--- src/rtl/sprite_pkg.sv ---
// ============================================================================
// sprite_pkg
//   Shared types and helpers for the sprite layer engine.
//   Revision: 1.0
// ============================================================================
`default_nettype none

package sprite_pkg;

  localparam int COORD_W_DEF    = 10;
  localparam int COLOR_BITS_DEF = 6;

  typedef logic [COLOR_BITS_DEF-1:0] color_t;
  typedef logic [23:0]               rgb_t;

  typedef struct packed {
    logic                   en;
    logic                   anim;
    logic [COORD_W_DEF-1:0] x;
    logic [COORD_W_DEF-1:0] y;
  } sprite_cfg_t;

  // ROM address width: frame index, row and column fields concatenated.
  function automatic int sprite_aw(input int frames, input int w, input int h);
    return $clog2(frames * w * h);
  endfunction

  // Each 2-bit channel is replicated to 8 bits so 2'b11 maps to full scale.
  function automatic rgb_t expand_rgb222(input color_t c);
    return {{4{c[5:4]}}, {4{c[3:2]}}, {4{c[1:0]}}};
  endfunction

endpackage

`default_nettype wire

--- src/rtl/sprite_layer_engine_channel.sv ---
// ============================================================================
// sprite_channel
//   One sprite channel: shadow/active config, animation frame, hit + address
//   stage and opacity test on the returned ROM texel.
//   Revision: 1.0
// ============================================================================
`default_nettype none

module sprite_channel
  import sprite_pkg::*;
#(
  parameter int   SPRITE_W    = 64,
  parameter int   SPRITE_H    = 64,
  parameter int   FRAMES      = 4,
  parameter int   COORD_W     = COORD_W_DEF,
  parameter int   COLOR_BITS  = COLOR_BITS_DEF,
  parameter logic [COLOR_BITS-1:0] TRANSPARENT = '0,
  parameter int   AW          = sprite_aw(FRAMES, SPRITE_W, SPRITE_H)
) (
  input  logic                  clk,
  input  logic                  rst,
  input  logic                  frame_start_i,
  input  logic                  anim_step_i,
  input  logic                  cfg_we_i,
  input  logic                  cfg_en_i,
  input  logic                  cfg_anim_i,
  input  logic [COORD_W-1:0]    cfg_x_i,
  input  logic [COORD_W-1:0]    cfg_y_i,
  input  logic [COORD_W-1:0]    pix_x_i,
  input  logic [COORD_W-1:0]    pix_y_i,
  input  logic [COLOR_BITS-1:0] rom_data_i,
  output logic [AW-1:0]         rom_addr_o,
  output logic                  opaque_o
);

  localparam int FW = $clog2(FRAMES);
  localparam int XW = $clog2(SPRITE_W);
  localparam int YW = $clog2(SPRITE_H);

  sprite_cfg_t     shadow_q, shadow_d;
  sprite_cfg_t     active_q, active_d;
  logic            pend_q, pend_d;
  logic [FW-1:0]   frame_q, frame_d;
  logic [AW-1:0]   rom_addr_q, rom_addr_d;
  logic            hit_s1_q, hit_s2_q;
  logic            hit_d;
  logic [COORD_W:0] dx, dy;

  always_comb begin
    shadow_d = shadow_q;
    pend_d   = pend_q;
    active_d = active_q;
    frame_d  = frame_q;
    if (cfg_we_i) begin
      shadow_d = '{en: cfg_en_i, anim: cfg_anim_i, x: cfg_x_i, y: cfg_y_i};
      pend_d   = 1'b1;
    end
    // A write landing on the commit cycle is folded straight into active.
    if (frame_start_i) begin
      active_d = shadow_d;
      pend_d   = 1'b0;
      if (pend_q || cfg_we_i) begin
        frame_d = '0;
      end else if (anim_step_i && active_d.en && active_d.anim) begin
        frame_d = frame_q + 1'b1;
      end
    end
  end

  // The extra MSB is a borrow: a sprite near the right edge never wraps to x=0.
  always_comb begin
    dx         = {1'b0, pix_x_i} - {1'b0, active_q.x};
    dy         = {1'b0, pix_y_i} - {1'b0, active_q.y};
    hit_d      = active_q.en && !dx[COORD_W] && !dy[COORD_W] &&
                 (dx[COORD_W-1:0] < COORD_W'(SPRITE_W)) &&
                 (dy[COORD_W-1:0] < COORD_W'(SPRITE_H));
    rom_addr_d = {frame_q, dy[YW-1:0], dx[XW-1:0]};
  end

  always_ff @(posedge clk or posedge rst) begin
    if (rst) begin
      shadow_q   <= '0;
      active_q   <= '0;
      pend_q     <= 1'b0;
      frame_q    <= '0;
      rom_addr_q <= '0;
      hit_s1_q   <= 1'b0;
      hit_s2_q   <= 1'b0;
    end else begin
      shadow_q   <= shadow_d;
      active_q   <= active_d;
      pend_q     <= pend_d;
      frame_q    <= frame_d;
      rom_addr_q <= rom_addr_d;
      hit_s1_q   <= hit_d;
      hit_s2_q   <= hit_s1_q;
    end
  end

  assign rom_addr_o = rom_addr_q;
  assign opaque_o   = hit_s2_q && (rom_data_i != TRANSPARENT);

endmodule

`default_nettype wire

--- src/rtl/sprite_layer_engine.sv ---
// ============================================================================
// sprite_layer_engine
//   N-channel sprite renderer: per-channel hit/ROM fetch, fixed-priority
//   resolve and RGB expansion with a 3-cycle pixel latency.
//   Revision: 1.0
// ============================================================================
`default_nettype none

module sprite_layer_engine
  import sprite_pkg::*;
#(
  parameter int   NUM_SPRITES = 4,
  parameter int   SPRITE_W    = 64,
  parameter int   SPRITE_H    = 64,
  parameter int   FRAMES      = 4,
  parameter int   COORD_W     = COORD_W_DEF,
  parameter int   COLOR_BITS  = COLOR_BITS_DEF,
  parameter int   FRAME_DIV   = 15,
  parameter logic [COLOR_BITS-1:0] TRANSPARENT = 6'h00,
  localparam int  AW          = sprite_aw(FRAMES, SPRITE_W, SPRITE_H),
  localparam int  IDX_W       = (NUM_SPRITES > 1) ? $clog2(NUM_SPRITES) : 1
) (
  input  logic                              clk,
  input  logic                              rst,
  input  logic                              pix_valid,
  input  logic [COORD_W-1:0]                pix_x,
  input  logic [COORD_W-1:0]                pix_y,
  input  logic                              frame_start,
  input  logic                              cfg_we,
  input  logic [IDX_W-1:0]                  cfg_idx,
  input  logic                              cfg_en,
  input  logic                              cfg_anim,
  input  logic [COORD_W-1:0]                cfg_x,
  input  logic [COORD_W-1:0]                cfg_y,
  output logic [NUM_SPRITES*AW-1:0]         rom_addr,
  input  logic [NUM_SPRITES*COLOR_BITS-1:0] rom_data,
  output logic                              out_valid,
  output logic                              visible,
  output logic [IDX_W-1:0]                  sprite_id,
  output logic [23:0]                       rgb
);

  localparam int DIV_W = $clog2(FRAME_DIV + 1);

  logic [DIV_W-1:0]       div_q, div_d;
  logic                   anim_step;
  logic                   valid_s1_q, valid_s2_q;
  logic [NUM_SPRITES-1:0] opaque;
  logic                   win_found;
  logic [IDX_W-1:0]       win_id;
  color_t                 win_color;
  logic                   out_valid_q, visible_q, visible_d;
  logic [IDX_W-1:0]       sprite_id_q, sprite_id_d;
  rgb_t                   rgb_q, rgb_d;

  always_comb begin
    div_d     = div_q;
    anim_step = frame_start && (div_q == DIV_W'(FRAME_DIV - 1));
    if (frame_start) begin
      div_d = anim_step ? '0 : div_q + 1'b1;
    end
  end

  for (genvar g = 0; g < NUM_SPRITES; g++) begin : g_channel
    sprite_channel #(
      .SPRITE_W    (SPRITE_W),
      .SPRITE_H    (SPRITE_H),
      .FRAMES      (FRAMES),
      .COORD_W     (COORD_W),
      .COLOR_BITS  (COLOR_BITS),
      .TRANSPARENT (TRANSPARENT),
      .AW          (AW)
    ) u_channel (
      .clk           (clk),
      .rst           (rst),
      .frame_start_i (frame_start),
      .anim_step_i   (anim_step),
      .cfg_we_i      (cfg_we && (cfg_idx == IDX_W'(g))),
      .cfg_en_i      (cfg_en),
      .cfg_anim_i    (cfg_anim),
      .cfg_x_i       (cfg_x),
      .cfg_y_i       (cfg_y),
      .pix_x_i       (pix_x),
      .pix_y_i       (pix_y),
      .rom_data_i    (rom_data[g*COLOR_BITS +: COLOR_BITS]),
      .rom_addr_o    (rom_addr[g*AW +: AW]),
      .opaque_o      (opaque[g])
    );
  end

  // Scan from the lowest priority upward so channel 0 overwrites last.
  always_comb begin
    win_found = 1'b0;
    win_id    = '0;
    win_color = '0;
    for (int i = NUM_SPRITES - 1; i >= 0; i--) begin
      if (opaque[i]) begin
        win_found = 1'b1;
        win_id    = IDX_W'(i);
        win_color = rom_data[i*COLOR_BITS +: COLOR_BITS];
      end
    end
    visible_d   = valid_s2_q && win_found;
    sprite_id_d = visible_d ? win_id : '0;
    rgb_d       = visible_d ? expand_rgb222(win_color) : '0;
  end

  always_ff @(posedge clk or posedge rst) begin
    if (rst) begin
      div_q       <= '0;
      valid_s1_q  <= 1'b0;
      valid_s2_q  <= 1'b0;
      out_valid_q <= 1'b0;
      visible_q   <= 1'b0;
      sprite_id_q <= '0;
      rgb_q       <= '0;
    end else begin
      div_q       <= div_d;
      valid_s1_q  <= pix_valid;
      valid_s2_q  <= valid_s1_q;
      out_valid_q <= valid_s2_q;
      visible_q   <= visible_d;
      sprite_id_q <= sprite_id_d;
      rgb_q       <= rgb_d;
    end
  end

  assign out_valid = out_valid_q;
  assign visible   = visible_q;
  assign sprite_id = sprite_id_q;
  assign rgb       = rgb_q;

endmodule

`default_nettype wire

--- config.mk ---
export PLATFORM = sky130hd
export DESIGN_NAME = sprite_layer_engine
export DESIGN_NICKNAME = d
export VERILOG_FILES = /design/src/rtl/sprite_pkg.sv /design/src/rtl/sprite_layer_engine_channel.sv /design/src/rtl/sprite_layer_engine.sv
export SDC_FILE = /design/constraint.sdc
export NUM_CORES = 1
export LEC_CHECK = 0
export ABC_AREA = 1
export CAP_MARGIN = 20
export CORE_AREA = 8 8 208 210
export CTS_CLUSTER_DIAMETER = 200
export DETAILED_ROUTE_END_ITERATION = 12
export DIE_AREA = 0 0 216 218
export DONT_BUFFER_PORTS = 1
export GPL_TIMING_DRIVEN = 0
export HOLD_SLACK_MARGIN = 0.05
export SKIP_LAST_GASP = 1
export SLEW_MARGIN = 20
export SYNTH_ARGS = -nofsm -noshare
export SYNTH_HDL_FRONTEND = slang
export SYNTH_SLANG_ARGS = --single-unit
--- constraint.sdc ---
create_clock -name clk -period 7.4 [get_ports clk]
set_input_delay 0.74 -clock clk [delete_from_list [all_inputs] [get_ports clk]]
set_output_delay 0.74 -clock clk [all_outputs]
set_load 0.03 [all_outputs]
==> impl_metrics.py <==
metrics = {
    "global_routing": {
        "grt_first_pass_wirelength_mm": 61.3,
        "first_global_vias": 10900,
        "overflow": 0,
        "grt_start_max_net_pins": 34,
        "grt_use_total_pct": 16.5,
        "antenna_found_initial": 4,
    },
    "power_and_ir_drop": {
        "total_power_w": 0.00459,
        "power_density_nw_per_um2": 296,
        "p_leak_nw": 7.93,
        "ir_drop_uv": 176,
    },
    "run_status": {
        "status": "completed",
    },
    "yosys": {
        "yosysWarnings": 0,
        "yosys.area_share.adder_pct": 8.64,
        "synth-xor-area-share_pct": 2.17,
        "synthSimpleGateAreaFrac_pct": 21.3,
        "synthesis.nets": 1855,
        "synth_top_area_share_pct": 48.1,
        "yosysTopAreaCell": "dfrtp_1",
        "synth_compound_area_share_pct": 11.0,
        "synth_cells": 1692,
        "synth_top_family_by_area": "simple AND/OR/NAND/NOR gates",
        "yosysUniqueCellTypes": 34,
        "ys_top_cells_by_area": "dfrtp_1 (48%), nand2_1 (14%), ha_1 (7.5%), inv_1 (6.6%), o21ai_0 (6.0%)",
        "ys_ff_latch": 264,
        "netlist_area_um2": 13700,
        "synthMuxAreaShare_pct": 0,
        "syn_area_per_cell_um2": 8.11,
        "seq_area_frac_synth_pct": 48.1,
    },
    "cts": {
        "cts_buffer_depth": 3,
        "clk_latency_ps": 550,
        "cts-htree-levels": 1,
        "clk_pin_slew_ps": 60,
        "cts_inserted_buffers": 29,
        "post_cts_resized": 0,
        "clock-sinks": 264,
        "cts_tree": "built",
        "clockRootBuffer": "clkbuf_16",
    },
    "die": {
        "core-area_um2": 40200,
        "start_util_pct": 34.2,
        "pin_count": 157,
        "chipHeight_um": 218,
        "dieArea_um2": 47100,
        "fp-row-count": 74,
        "dieWidth_um": 216,
    },
    "setup_path": {
        "arrival_ps": 2710,
        "cp-start-kind": "register",
        "required_ps": 7850,
        "r2r.worst_path.cells": 12,
        "crit_path_end_kind": "register",
        "path_max_fanout": 3,
        "worst-setup-path-type": "register to register",
    },
    "layout": {
        "seq_area_um2": 6610,
        "layout_commonest_cell": "nand2_1",
        "fillCellCount": 4122,
        "diodes": 0,
        "final_cell_mix": "nand2_1 (501), dfrtp_1 (264), inv_1 (240), o21ai_0 (164), nor2_1 (114)",
        "utilization_pct": 38.6,
        "area_growth_pct": 13.1,
        "drive_gt1_share_pct": 6.06,
        "final_nets": 1896,
        "multiInputGateArea_um2": 5920,
    },
    "placement": {
        "globalplace.congestion": 0.885,
        "hpwl_mm": 31.2,
        "portBuffers": 0,
    },
    "worst_hold_path": {
        "min_path_cells": 0,
        "worstHoldPathType": "input pin to register",
    },
    "sta": {
        "clock-skew-final_ps": 8.62,
        "slew_headroom_pct": 57.1,
        "fmax_mhz": 443,
        "finalSetupTns_ps": 0,
        "rsz0062_at_grt": "false",
        "setup_viol": 0,
        "timing.final.crit_share_pct": 30.5,
        "drv_slew": 0,
        "min_period_ps": 2260,
        "tightest_slew_ps": 643,
        "finalHoldViolations": 0,
    },
    "drt": {
        "first_pass_iters": 4,
        "drt_wl_total_mm": 39.3,
        "wl_per_cell_um": 17.2,
        "dr.first_iter.drc_count": 609,
        "vias": 10900,
        "ant_nets": 0,
        "drc": 0,
        "vias_per_cell": 4.79,
    },
    "job": {
        "cap_viol_max_count": 0,
    },
}
-- timing repair --
| action | in CTS | in global routing |
|---|---|---|
| setup buffers | 0 | 0 |
| hold buffers | 1 | 0 |
| endpoints found under the hold margin | 12 | 0 |
-- metal layers --
| layer | vias up | track usage (%) | share of wire (%) |
|---|---|---|---|
| met1 | 5181 | 20.3 | 43 |
| li1 | 5418 | - | - |
| met2 | 261 | 28.4 | 47 |
| met4 | 6 | 5.23 | 2.9 |
| met3 | 63 | 3.95 | 6.8 |
| met5 | - | 0 | 0.10 |
-- cell usage after synthesis --
| cell type | count |
|---|---|
| buf_4 | 20 |
| buf_6 | 1 |
| nand3_2 | 2 |
| o21ai_0 | 164 |
| nand3b_1 | 3 |
| xnor2_1 | 8 |
| dfrtp_1 | 264 |
| nor2_4 | 1 |
| or2_2 | 5 |
| o21bai_1 | 10 |
| ha_1 | 82 |
| nand3_1 | 84 |
| a21oi_1 | 69 |
| inv_1 | 241 |
| o21a_1 | 4 |
| o211ai_1 | 2 |
| xor2_1 | 26 |
| clkbuf_1 | 19 |
| o21ai_1 | 8 |
| buf_2 | 7 |
| buf_1 | 8 |
| nand4_1 | 12 |
| nand2_2 | 3 |
| fa_1 | 8 |
| nand2_1 | 501 |
| nor3_1 | 3 |
| a21o_1 | 1 |
| a211oi_1 | 1 |
| a21boi_0 | 1 |
| o22ai_1 | 1 |
| a31oi_1 | 4 |
| o21ai_2 | 14 |
| nor2_1 | 114 |
| o31ai_1 | 1 |
-- final timing paths --
path	startpoint	to	slack, ps
max in group asynchronous	rst	g_channel[3].u_channel.rom_addr_o[9]	5400
min in group asynchronous	rst	g_channel[0].u_channel.rom_addr_o[1]	660
worst min-delay path	pix_valid	valid_s1_q	210
worst min register to register	valid_s1_q	valid_s2_q	350
worst max register to register	g_channel[0].u_channel.active_q[10]	g_channel[0].u_channel.hit_s1_q	5140
worst max-delay path	g_channel[0].u_channel.active_q[10]	g_channel[0].u_channel.hit_s1_q	5140
-- stage by stage --
step	hold slack (ps)	area, um^2	setup WS (ps)	instances
finish	213	15500	5140	2282
global route	177	15500	4920	2282
CTS	179	15500	5090	2282
detailed placement	337	14600	4550	2233
global placement	336	14400	1690	2224
floorplan	331	13700	3180	1692
-- state kept, by name (all words and copies together) (netlist names), 6 cells and up --
| signal | count |
|---|---|
| g_channel.u_channel.frame_q | 8 |
| rgb | 6 |
| g_channel.u_channel.shadow_q | 88 |
| g_channel.u_channel.rom_addr_o | 56 |
| g_channel.u_channel.active_q | 84 |
-- cell type report --
type | instances | area share [%]
Inverter | 241 | 5.85
Clock inverter | 7 | 0.588
Timing Repair Buffer | 10 | 1.27
Sequential cell | 264 | 42.6
Tap cell | 532 | 4.29
Clock buffer | 41 | 5.42
Buffer | 55 | 1.92
Multi-Input combinational cell | 1132 | 38.1
-- report_power, final --
| part | switching, W | internal, W | total (W) |
|---|---|---|---|
| Clock | 0.000574 | 0.000850 | 0.00142 |
| Combinational | 0.000681 | 0.000375 | 0.00106 |
| Sequential | 0.000378 | 0.00173 | 0.00211 |
| Total | 0.00163 | 0.00296 | 0.00459 |
-- cells by family (layout without fill, tap and decap cells) --
group,count (synthesis),count (layout)
buffers and inverters,296,354
and+or+nand+nor,728,728
AOI/OAI and AO/OA,280,280
xor gates and xnor gates,34,34
adders and majority gates,90,90
DFF,264,264
-- critical path: stages (launching register included) --
cell     delay, ps
dfrtp_1        360
ha_1           220
inv_1          110
fa_1           440
nand2_1         90
nand2_1         90
nand3_1        130
nand2_1         60
nand2_1         60
nand3_1        170
nor2_1         150
nand3_1         90
nor2_1         200
Power figures use the tool's default switching activity.
